===== src/rtl/lcd_pkg.sv =====
// Shared LCD-path definitions: button FSM states and default debounce/repeat timing.
package lcd_pkg;

    localparam int DEBOUNCE_CYCLES_DEF = 500000;
    localparam int REPEAT_CYCLES_DEF   = 25000000;

    typedef enum logic [1:0] {
        IDLE,
        PRESS_WAIT,
        PRESSED,
        RELEASE_WAIT
    } btn_fsm_e;

    function automatic int max_i(input int a, input int b);
        return (a > b) ? a : b;
    endfunction

endpackage


===== src/rtl/sync_2ff.sv =====
// Two-flop synchronizer for asynchronous inputs, parameterized by width.
module sync_2ff #(
    parameter int WIDTH = 1
) (
    input  logic             i_clk,
    input  logic             i_rst_n,
    input  logic [WIDTH-1:0] i_d,
    output logic [WIDTH-1:0] o_q
);

    logic [WIDTH-1:0] r_s1;
    logic [WIDTH-1:0] r_s2;

    always_ff @(posedge i_clk or negedge i_rst_n) begin
        if (!i_rst_n) begin
            r_s1 <= '0;
            r_s2 <= '0;
        end else begin
            r_s1 <= i_d;
            r_s2 <= r_s1;
        end
    end

    assign o_q = r_s2;

endmodule


===== src/rtl/btn_prell_block.sv =====
// Debounced write pushbutton: captures the character switches on an accepted press
// and strobes prell_flag. Define BTN_AUTO_REPEAT_EN for periodic re-capture while held.
module btn_prell_block
    import lcd_pkg::*;
#(
    parameter int DEBOUNCE_CYCLES = DEBOUNCE_CYCLES_DEF,
    parameter int REPEAT_CYCLES   = REPEAT_CYCLES_DEF
) (
    input  logic       clk,
    input  logic       reset_n,
    input  logic       btn_in,
    input  logic [7:0] sw_in,
    output logic [7:0] data_btn,
    output logic       prell_flag,
    output logic       btn_state
);

    localparam int CNT_W = $clog2(max_i(DEBOUNCE_CYCLES, REPEAT_CYCLES));
    localparam logic [CNT_W-1:0] DEB_LAST = CNT_W'(DEBOUNCE_CYCLES - 1);

    logic       w_btn_sync;
    logic [7:0] w_sw_sync;

    btn_fsm_e         r_state;
    logic [CNT_W-1:0] r_cnt;
    logic [7:0]       r_data;
    logic             r_flag;
    logic             r_btn_state;

    sync_2ff #(.WIDTH(1)) u_sync_btn (
        .i_clk   (clk),
        .i_rst_n (reset_n),
        .i_d     (btn_in),
        .o_q     (w_btn_sync)
    );

    sync_2ff #(.WIDTH(8)) u_sync_sw (
        .i_clk   (clk),
        .i_rst_n (reset_n),
        .i_d     (sw_in),
        .o_q     (w_sw_sync)
    );

    // The all-ones guard keeps cnt saturating even if a state is entered unexpectedly.
    always_ff @(posedge clk or negedge reset_n) begin
        if (!reset_n) begin
            r_state     <= IDLE;
            r_cnt       <= '0;
            r_data      <= 8'h00;
            r_flag      <= 1'b0;
            r_btn_state <= 1'b0;
        end else begin
            r_flag <= 1'b0;
            case (r_state)
                IDLE: begin
                    if (w_btn_sync) begin
                        r_state <= PRESS_WAIT;
                        r_cnt   <= '0;
                    end
                end
                PRESS_WAIT: begin
                    if (!w_btn_sync) begin
                        r_state <= IDLE;
                    end else if (r_cnt == DEB_LAST) begin
                        r_state     <= PRESSED;
                        r_cnt       <= '0;
                        r_data      <= w_sw_sync;
                        r_flag      <= 1'b1;
                        r_btn_state <= 1'b1;
                    end else if (r_cnt != '1) begin
                        r_cnt <= r_cnt + CNT_W'(1);
                    end
                end
                PRESSED: begin
                    if (!w_btn_sync) begin
                        r_state <= RELEASE_WAIT;
                        r_cnt   <= '0;
                    end
`ifdef BTN_AUTO_REPEAT_EN
                    else if (r_cnt == CNT_W'(REPEAT_CYCLES - 1)) begin
                        r_cnt  <= '0;
                        r_data <= w_sw_sync;
                        r_flag <= 1'b1;
                    end else if (r_cnt != '1) begin
                        r_cnt <= r_cnt + CNT_W'(1);
                    end
`endif
                end
                RELEASE_WAIT: begin
                    // A high sample here is release bounce: back to PRESSED, no new strobe.
                    if (w_btn_sync) begin
                        r_state <= PRESSED;
                        r_cnt   <= '0;
                    end else if (r_cnt == DEB_LAST) begin
                        r_state     <= IDLE;
                        r_cnt       <= '0;
                        r_btn_state <= 1'b0;
                    end else if (r_cnt != '1) begin
                        r_cnt <= r_cnt + CNT_W'(1);
                    end
                end
                default: begin
                    r_state <= IDLE;
                    r_cnt   <= '0;
                end
            endcase
        end
    end

    assign data_btn   = r_data;
    assign prell_flag = r_flag;
    assign btn_state  = r_btn_state;

endmodule


===== config.mk =====
export PLATFORM = sky130hd
export DESIGN_NAME = btn_prell_block
export DESIGN_NICKNAME = d
export VERILOG_FILES = /design/src/rtl/lcd_pkg.sv /design/src/rtl/sync_2ff.sv /design/src/rtl/btn_prell_block.sv
export SDC_FILE = /design/constraint.sdc
export NUM_CORES = 1
export LEC_CHECK = 0
export ABC_CLOCK_PERIOD_IN_PS = 2200
export CAP_MARGIN = 20
export CORE_AREA = 2 2 73 75
export DETAILED_ROUTE_END_ITERATION = 8
export DIE_AREA = 0 0 75 77
export PLACE_DENSITY = 0.77
export SKIP_CTS_REPAIR_TIMING = 1
export SYNTH_ARGS = -nofsm -noshare
export SYNTH_HDL_FRONTEND = slang
export SYNTH_SLANG_ARGS = --single-unit
export TNS_END_PERCENT = 5

===== constraint.sdc =====
create_clock -name clk -period 2.2 [get_ports clk]
set_clock_uncertainty 0.05 [all_clocks]
set_input_delay 0.44 -clock clk [delete_from_list [all_inputs] [get_ports clk]]
set_output_delay 0.44 -clock clk [all_outputs]
set_load 0.05 [all_outputs]

==> results of run 1 <==
## placed cells by master, fill, tap and decap left out, types with 2 or more instances in the layout
cell and n:
dfrtp_1 55, buf_4 26, clkdlybuf4s50_1 19, nand2_1 16, nor2_1 13, a21oi_1 12, mux2_2 9, nand4_1 8
nand3_1 8, clkbuf_8 6, o31ai_1 5, and2_1 5, xnor2_1 5, o22a_1 5, nor4_1 4, nor3_1 4
xor2_1 4, o21ai_0 4, and3_1 3, and4_1 3, or4_1 3, or2_2 2, inv_1 2, or4_4 2
a211oi_1 2, nor3b_1 2, o21ai_1 2, o21ba_2 2, or3_1 2, inv_6 2, buf_2 2
## metrics by stage
stage / cell area [um2] / setup WS, ps / instances / util
floorplan: 2492 / 13.69 / 217 / -
global placement: 2900 / 57.33 / 322 / 0.5827
detailed placement: 2900 / 61.70 / 322 / 0.5827
CTS: 3000 / 45.32 / 330 / 0.6028
global route: 3063 / -31.15 / 334 / 0.6154
finish: 3063 / 60.01 / 334 / 0.6154
## cell type report
type                       instances  area, um2  area share
clock buffer                       6      82.58     0.02696
multi-input combinational        152       1096      0.3578
sequential                        55       1376      0.4493
timing repair buffer              47      395.4      0.1291
clock inverter                     2      17.52    0.005719
tap                               70      87.58     0.02859
inverter                           2      7.507    0.002451
## registers in the layout, indices dropped and copies added, names as in the netlist, named ones only
name	count
data_btn	8
u_sync_sw.o_q	8
prell_flag	1
u_sync_btn.r_s1	1
r_state	1
u_sync_sw.r_s1	8
r_cnt	25
btn_state	1
u_sync_btn.o_q	1
## power by group
group | switching, mW | internal, mW
Sequential | 0.0322 | 1.05
Combinational | 0.0802 | 0.0697
Clock | 0.341 | 0.264
Total | 0.454 | 1.39
## critical path: cells and delay by family, from the launching register on
kind	cells	cell delay (ps)
AO/OA/AOI/OAI	2	520
AND/OR/NAND/NOR	3	500
adder cells (fa/ha/maj)	1	220
buffers and inverters	2	350
flip-flops	1	390
## worst min path at each step
stage	to	slack, ps	depth (start not counted)
after floorplan	asynchronous set/reset pin	90	0
after global placement	u_sync_sw.o_q[4]	280	0
after detailed placement	u_sync_sw.o_q[5]	290	0
after CTS	u_sync_sw.o_q[1]	50	1
after global routing	u_sync_sw.o_q[1]	60	1
final	u_sync_sw.o_q[1]	40	1
## routing by layer
| layer | wire length, um | vias up |
|---|---|---|
| li1 | - | 904 |
| met1 | 2369 | 954 |
| met2 | 2581 | 56 |
| met3 | 238 | 11 |
| met4 | 95 | 0 |
| met5 | 0 | - |
## cells by family after synthesis
| family | after synthesis |
|---|---|
| DFF | 55 |
| muxes | 10 |
| and+or+nand+nor | 87 |
| AOI/OAI and AO/OA | 45 |
| adders and majority gates | 1 |
| buffers and inverters | 10 |
| xor gates and xnor gates | 9 |
==> metrics.md, run 1 <==
| Metric | Value |
|---|---|
| Grt ovf | `0` |
| Post-Synthesis Cells | `about 220` |
| Peak supply drop | `323.5 uV` |
| Worst Path Max Fanout | `7` |
| Row count | `26` |
| Post-synthesis compound-gate area fraction | `0.1360` |
| Worst slew pin tran | `611.1 ps` |
| Slew Viols, Final | `0` |
| Syn_nets | `229` |
| Leakage | `1.325 nW` |
| Worst slew margin | `0.5904` |
| IO Pins | `21` |
| Post-synthesis xor/xnor area fraction | `0.03163` |
| Die area | `0.005775 mm2` |
| Cell taking the most area after synthesis | `dfrtp_1` |
| Reg2Reg Setup Slack | `about 60 ps` |
| Gp weighted congestion | `0.8947` |
| Largest family of logic cells by synthesized area | `simple AND/OR/NAND/NOR gates` |
| Worst min path class | `input port to asynchronous set/reset pin` |
| Crit path required time | `2350 ps` |
| Setup TNS | `0 ps` |
| Total Nets Final | `approximately 280` |
| Synth async-reset ratio | `1.000` |
| Mapped cell area | `approximately 0.0025 mm2` |
| Vias | `1925` |
| Commonest cells in the netlist | `dfrtp_1 (55), nand2_1 (16), nor2_1 (13)` |
| Starting Density | `0.5008` |
| Fraction of synthesized area in multiplexers | `0.04468` |
| Synth top area cells | `dfrtp_1 (55%), mux2_2 (4.1%), a21oi_1 (2.4%)` |
| Top-count cell post-synth | `dfrtp_1` |
| CORE AREA | `0.004977 mm2` |
| First DRT Iteration DRCs | `207` |
| Clk root buf | `clkbuf_8` |
| Htree depth | `2` |
| Worst setup path end | `r_cnt[0]` |
| N_diodes | `0` |
| Yosys Warn Count | `0` |
| Gr busiest metal | `met2` |
| Met3 Track Usage GR | `0.04336` |
| DR pass1 iterations | `4` |
| Critical Path Sink Type | `flip-flop` |
| Period utilization | `0.9727` |
| Worst Setup Start Kind | `flip-flop` |
| Synth Area in Adders | `0.005020` |
| First-pass GRT wire length | `about 8800 um` |
| Overall power | `1.840 mW` |
| Critical path arrival | `between 2000 and 2500 ps` |
| DIE HEIGHT | `77 um` |
| Fin Hold WS | `40.32 ps` |
| Largest net degree at the start of global routing | `23` |
| Synth unique cells | `55` |
| Input/output buffers | `20` |
| Vias/cell | `5.763` |
| Share of cells above drive strength 1 | `0.2424` |
| Max-cap violations | `0` |
| Clk buf depth | `2` |
| Total Wirelength | `between 5000 and 6000 um` |
| Vias in the first global route | `1837` |
| Power per cell area | `600.8 mW/mm2` |
| Unrepaired setup endpoints after global routing | `true` |
| Routing usage on met1 | `0.2752` |
| Setup-failing EPs final | `0` |
| Total CTS buffers | `5` |
| Critical R2R Launch | `r_cnt[1]` |
| Worst flop-to-flop path endpoint | `r_cnt[0]` |
| Reg2reg path depth | `8` |
| Area share of the largest cell type after synthesis | `0.5522` |
| Total GRT Usage | `0.1972` |
| CP max stage delay | `390 ps` |
| Final hold viol count | `0` |
| Clock sinks | `between 50 and 60` |
| CP cell instances | `ha_1, nand3_1, or2_2, buf_4, o31ai_1, o221a_2, buf_4, nor2_1` |
| Clock-pin slew on the worst setup and hold paths | `100 ps` |
| Yosys reg bits | `55` |
| Run status | `completed` |
| Antenna viol nets, final | `0` |
| Simple-gate share of the synthesized area | `0.2083` |
| Initial antenna violation count | `0` |
| Critical Path Most Common Cell | `buf_4` |
| Seq/Total Area, Yosys | `0.5522` |
| Per-cell routed wire length | `15.82 um` |
| EDFF count, synth | `0` |
| GR Util met2 | `0.3035` |
| Critical Path Source | `r_cnt[1]` |
| Minimum clock period | `2140 ps` |
| Critical path's slowest cell | `dfrtp_1` |
| Critical path class | `flip-flop to flip-flop` |
| DIE WIDTH | `between 70 and 80 um` |
| Clk_lat worst skew | `310 ps` |
| Remaining DRCs | `0` |
| Predominant post-synthesis flop cell | `dfrtp_1` |
| Fmax | `467.3 MHz` |
| Area delta synth->final | `22.89%` |
| DP HPWL | `around 3700 um` |
| Fill count | `388` |
| CTS tree | `built` |
| Syn avg cell area | `~11 um2` |
Power figures use the tool's default switching activity.
==> run 2, diff against run 1 <==
ABC_CLOCK_PERIOD_IN_PS = 2570   (was 2200)
CORE_AREA = 2 2 72 74   (was 2 2 73 75)
DIE_AREA = 0 0 74 76   (was 0 0 75 77)
PLACE_DENSITY = 0.76   (was 0.77)
clock period = 2.57 ns   (was 2.2 ns; I/O delays follow)
==> run 2 against run 1 <==
Effect of this change: first-iteration DRC count down 43%; cell area down 5.8%; register-to-register slack better by 170 ps; die area down 2.6%; critical path depth down 2; core utilization down 2.8 points; flip-flop and latch count unchanged; hold slack about the same; via count down 6.2%; largest cell class unchanged.
==> metrics.md, run 2 (same netlist as run 1, synthesis figures left out) <==
| Metric | Value |
|---|---|
| Run status | `completed` |
| Clk_lat worst skew | `310 ps` |
| Clock-pin slew on the worst setup and hold paths | `110 ps` |
| Worst slew margin | `0.5070` |
| Per-cell routed wire length | `15.03 um` |
| Clk root buf | `clkbuf_8` |
| Vias/cell | `about 5.8` |
| Vias | `1806` |
| Total CTS buffers | `5` |
| Htree depth | `2` |
| Leakage | `approximately 1.2 nW` |
| Final hold viol count | `0` |
| Top sig layer | `met4` |
| Peak supply drop | `360.0 uV` |
| Reg2reg path depth | `6` |
| Met2 wire length | `2237 um` |
| Die area | `0.005624 mm2` |
| Largest net degree at the start of global routing | `26` |
| Worst min path class | `input port to asynchronous set/reset pin` |
| Routed wl met3 | `roughly 110 um` |
| M1 WL | `between 2000 and 2500 um` |
| Post-layout util | `0.5871` |
| Fmax | `~430 MHz` |
| Clk buf depth | `2` |
| Worst Setup Start Kind | `flip-flop` |
| Minimum clock period | `between 2000 and 2500 ps` |
| Seq. cell area | `0.001376 mm2` |
| Grt ovf | `0` |
| Most frequent cells in the layout | `dfrtp_1 (55), clkdlybuf4s50_1 (19), nand2_1 (16), nor2_1 (13), a21oi_1 (12)` |
| First-pass GRT wire length | `7948 um` |
| Initial antenna violation count | `0` |
| Critical path class | `flip-flop to flip-flop` |
| Setup-failing EPs final | `0` |
| Row count | `26` |
| Worst Path Max Fanout | `10` |
| Critical Path Sink Type | `flip-flop` |
| Critical R2R Launch | `r_cnt[0]` |
| CORE AREA | `0.004912 mm2` |
| IO Pins | `21` |
| Unrepaired setup endpoints after global routing | `false` |
| Area delta synth->final | `15.71%` |
| Slew Viols, Final | `0` |
| Gp weighted congestion | `0.8760` |
| Reg with most FFs | `r_cnt` |
| Period utilization | `0.9109` |
| Max-cap violations | `0` |
| Worst flop-to-flop path endpoint | `data_btn[0]` |
| Total Nets Final | `~260` |
| Multi-input logic area | `around 0.0011 mm2` |
| Antenna viol nets, final | `0` |
| Setup TNS | `0 ps` |
| DP HPWL | `3466 um` |
| Reg2Reg Setup Slack | `230 ps` |
| Starting Density | `0.5074` |
| Total Wirelength | `around 4700 um` |
| N_diodes | `0` |
| Critical path arrival | `2500 ps` |
| Power per cell area | `~540 mW/mm2` |
| Input/output buffers | `20` |
| Remaining DRCs | `0` |
| DR pass1 iterations | `4` |
| Most common cell after layout, fill and taps aside | `dfrtp_1` |
| Worst slew pin tran | `roughly 740 ps` |
| Share of cells above drive strength 1 | `0.1721` |
| DIE WIDTH | `74 um` |
| First DRT Iteration DRCs | `118` |
| Fill count | `404` |
| CTS tree | `built` |
| Crit path required time | `2730 ps` |
| DIE HEIGHT | `76 um` |
| Clock sinks | `55` |
| Max FFs per register | `25` |
| Total GRT Usage | `0.1839` |
| Vias in the first global route | `1710` |
## run 2: through the flow
step           std cells  power [mW]  hold slack, ps  area, um2  setup slack (ps)
2_1_floorplan        217      0.9991           168.4       2492             383.7
4_1_cts              314       1.577           45.77       2883             100.4
3_5_place_dp         306       1.059           284.7       2780             143.4
5_1_grt              314       1.630           55.58       2884             85.09
3_3_place_gp         306       1.050           282.2       2780             201.3
6_report             314       1.557           39.91       2884             229.1
## run 2: routing by layer
metal	track usage	vias up
met1	0.2527	901
met2	0.2795	30
met5	0	-
met4	0.08545	0
met3	0.03571	9
li1	-	866
## run 2: how the worst max path moves through the flow
stage	from	to	slack (ps)	cells after the start
4_1_cts	r_cnt[0]	data_btn[0]	100	6
6_report	r_cnt[0]	data_btn[0]	230	6
5_1_grt	r_cnt[0]	data_btn[4]	90	6
3_3_place_gp	r_cnt[10]	data_btn[0]	200	5
2_1_floorplan	r_cnt[0]	data_btn[0]	380	8
3_5_place_dp	r_cnt[0]	data_btn[0]	140	6
## run 2: final cells by class
| type | instances | share of cell area |
|---|---|---|
| Multi-Input combinational cell | 152 | 0.3683 |
| Timing Repair Buffer | 27 | 0.08590 |
| Tap cell | 70 | 0.03037 |
| Clock buffer | 5 | 0.02386 |
| Inverter | 2 | 0.002603 |
| Sequential cell | 55 | 0.4772 |
| Clock inverter | 3 | 0.01171 |
## run 2: critical path, stage by stage (launching register included)
cell and delay (ps):
dfrtp_1 400, ha_1 210, nand3_1 110, or2_2 370, nor3_1 280, and4b_2 440
mux2_2 370
## run 2: report_power, final
group	switching [mW]	leakage [nW]	internal, mW
clock network	0.313	0.0515	0.206
logic	0.0615	0.434	0.0484
registers	0.0271	0.720	0.901
==> edit (settings of run 2) <==
Register the output `prell_flag` once more; this adds one clock of latency there. The other outputs are not delayed to match.
--- a/src/rtl/btn_prell_block.sv
+++ b/src/rtl/btn_prell_block.sv
@@ -110,3 +110,5 @@
     assign data_btn   = r_data;
-    assign prell_flag = r_flag;
+    always_ff @(posedge clk) begin
+        prell_flag <= r_flag;
+    end
     assign btn_state  = r_btn_state;
Formal check against the unedited RTL: no difference found for any inputs over 10 cycles, from zero or initial values and one cycle with reset_n low; that may be too few to reach the edited logic, so the function may still have changed.
==> edit against run 2 <==
  * Total power increased by 4.6%
  * Final area increased by 0.69%
  * Worst setup slack got worse by 51 ps
  * Hold slack improved by 140 ps
  * Synthesized area increased by 0.80%
  * Sequential cell count increased by 1
  * Fmax decreased by 2.1%
  * Cell count unchanged
  * Critical path depth unchanged
  * Wire length increased by 2.2%
  * Critical endpoint unchanged
  * Largest cell class unchanged
==> edit: results (changes against run 2) <==
[critical_path]
timing.rr.end=data_btn[0]
max_stage_delay_ps=510  ; +70 ps
slowest_stage=and4b_1
ff2ff_path_depth=6  ; unchanged
crit_fanout=10  ; unchanged
crit_start=r_cnt[0]
path_delay_family=simple AND/OR/NAND/NOR gates
r2r_setup_slack_ps=180  ; -50 ps
critPathKind=reg2reg
worstPathArrival_ps=2550  ; +50 ps

[power]
leakagePower_nw=1.21  ; +0.74%
peakVddDrop_v=0.000329  ; -8.7%
switching_power_mw=0.370  ; -7.9%

[logic_synthesis]
synthTopCellsByCount=dfrtp_1 (55), nand2_1 (16), nor2_1 (13), a21oi_1 (12), mux2_2 (9)
synth.distinct_cells=56  ; +1.8%
syn-num-nets=230  ; +0.44%
synth-compound-area-share=0.135  ; -0.00108
synth-xor-area-share=0.0314  ; -0.000252
synthArstFlopShare=0.982  ; -0.0179
synthAdderAreaFrac=0.00498  ; -0.0000400
synth_seq_area_share=0.556  ; +0.00357
synthCells=218  ; +0.46%
yosys-mux-area-fraction=0.0443  ; -0.000356
synthTopCellsByArea=dfrtp_1 (55%), mux2_2 (4.0%), a21oi_1 (2.4%)
yosysWarnings=0  ; unchanged

[placed_design]
place_ws_ps=155  ; +11.1 ps
place_inst=306  ; unchanged
dpl.hpwl_mm=3.45  ; -0.45%
port_buffers=20  ; unchanged
gp_congestion=0.836  ; -4.6%

[layout]
max_flop_register=r_cnt
nets=255  ; unchanged
n_antenna_cell=0  ; unchanged
drive_above_1_share=0.160  ; -0.0123
fill_cells=399  ; -1.2%

[global_route]
grtUsageTotal=0.195  ; +0.0110
grt_max_degree=34  ; +31%
grt_pass1_wl_mm=8.47  ; +6.6%
grt_antenna_before_repair=0  ; unchanged

[detailed_routing]
wirelength_mm=4.82  ; +2.2%
vias_per_cell=5.81  ; +1.1%
vias=1825  ; +1.1%
drt_iter0_drc=145  ; +23%
dr.pass1.iters=4  ; unchanged
ant_nets=0  ; unchanged

[clock_tree]
clk_latency_ps=310  ; about the same
clock_path_buffers=2  ; unchanged
root_buffer=clkbuf_8

[timing]
slew_headroom=0.483  ; -0.0242
maxClockFrequency_mhz=418  ; -2.1%

[outcome]
status=complete, no violations

==> edit: cell count changes after synthesis <==
cell     delta
dfxtp_1     +1
==> edit: per-layer routing <==
layer,track usage,routed length [um],vias up,part of all wire
li1,-,-,865,-
met1,0.288,2250,903,0.47
met2,0.275,2230,44,0.46
met3,0.0476,228,13,0.047
met4,0.0782,109,0,0.023
met5,0,0,-,0
==> edit: area by class of cell <==
cell class / instances / area, sq um / share of cell area
flip-flops and latches: 56 / 1400 / 0.481
multi-input cells: 152 / 1060 / 0.365
repair buffers: 26 / 240 / 0.0827
well taps: 70 / 87.6 / 0.0302
clock buffers: 6 / 72.6 / 0.0250
clock inverters: 2 / 38.8 / 0.0134
inverters: 2 / 7.51 / 0.00259
==> edit: power groups by stage <==
| stage | Clock [mW] | Combinational (mW) | Sequential [mW] |
|---|---|---|---|
| final | 0.579 | 0.108 | 0.942 |
| after global routing | 0.630 | 0.122 | 0.947 |
| after CTS | 0.586 | 0.111 | 0.942 |
| after detailed placement | 0 | 0.110 | 0.960 |
| after global placement | 0 | 0.105 | 0.957 |
| after floorplan | 0 | 0.0607 | 0.954 |
==> edit: worst min-delay path by stage <==
stage | startpoint | end | cells after the start
finish | reset_n | u_sync_sw.r_s1[4] | 1
global route | reset_n | u_sync_sw.r_s1[7] | 1
CTS | reset_n | u_sync_sw.r_s1[4] | 1
detailed placement | r_flag | prell_flag | 0
global placement | r_flag | prell_flag | 0
floorplan | reset_n | async pin | 0
==> edit: stage by stage <==
stage	utilization	hold WS (ps)	area (sq um)	power, mW
floorplan	-	168	2510	1.01
finish	0.591	180	2900	1.63
detailed placement	0.569	280	2790	1.07
CTS	0.591	204	2900	1.64
global route	0.591	233	2900	1.70
global placement	0.569	277	2790	1.06
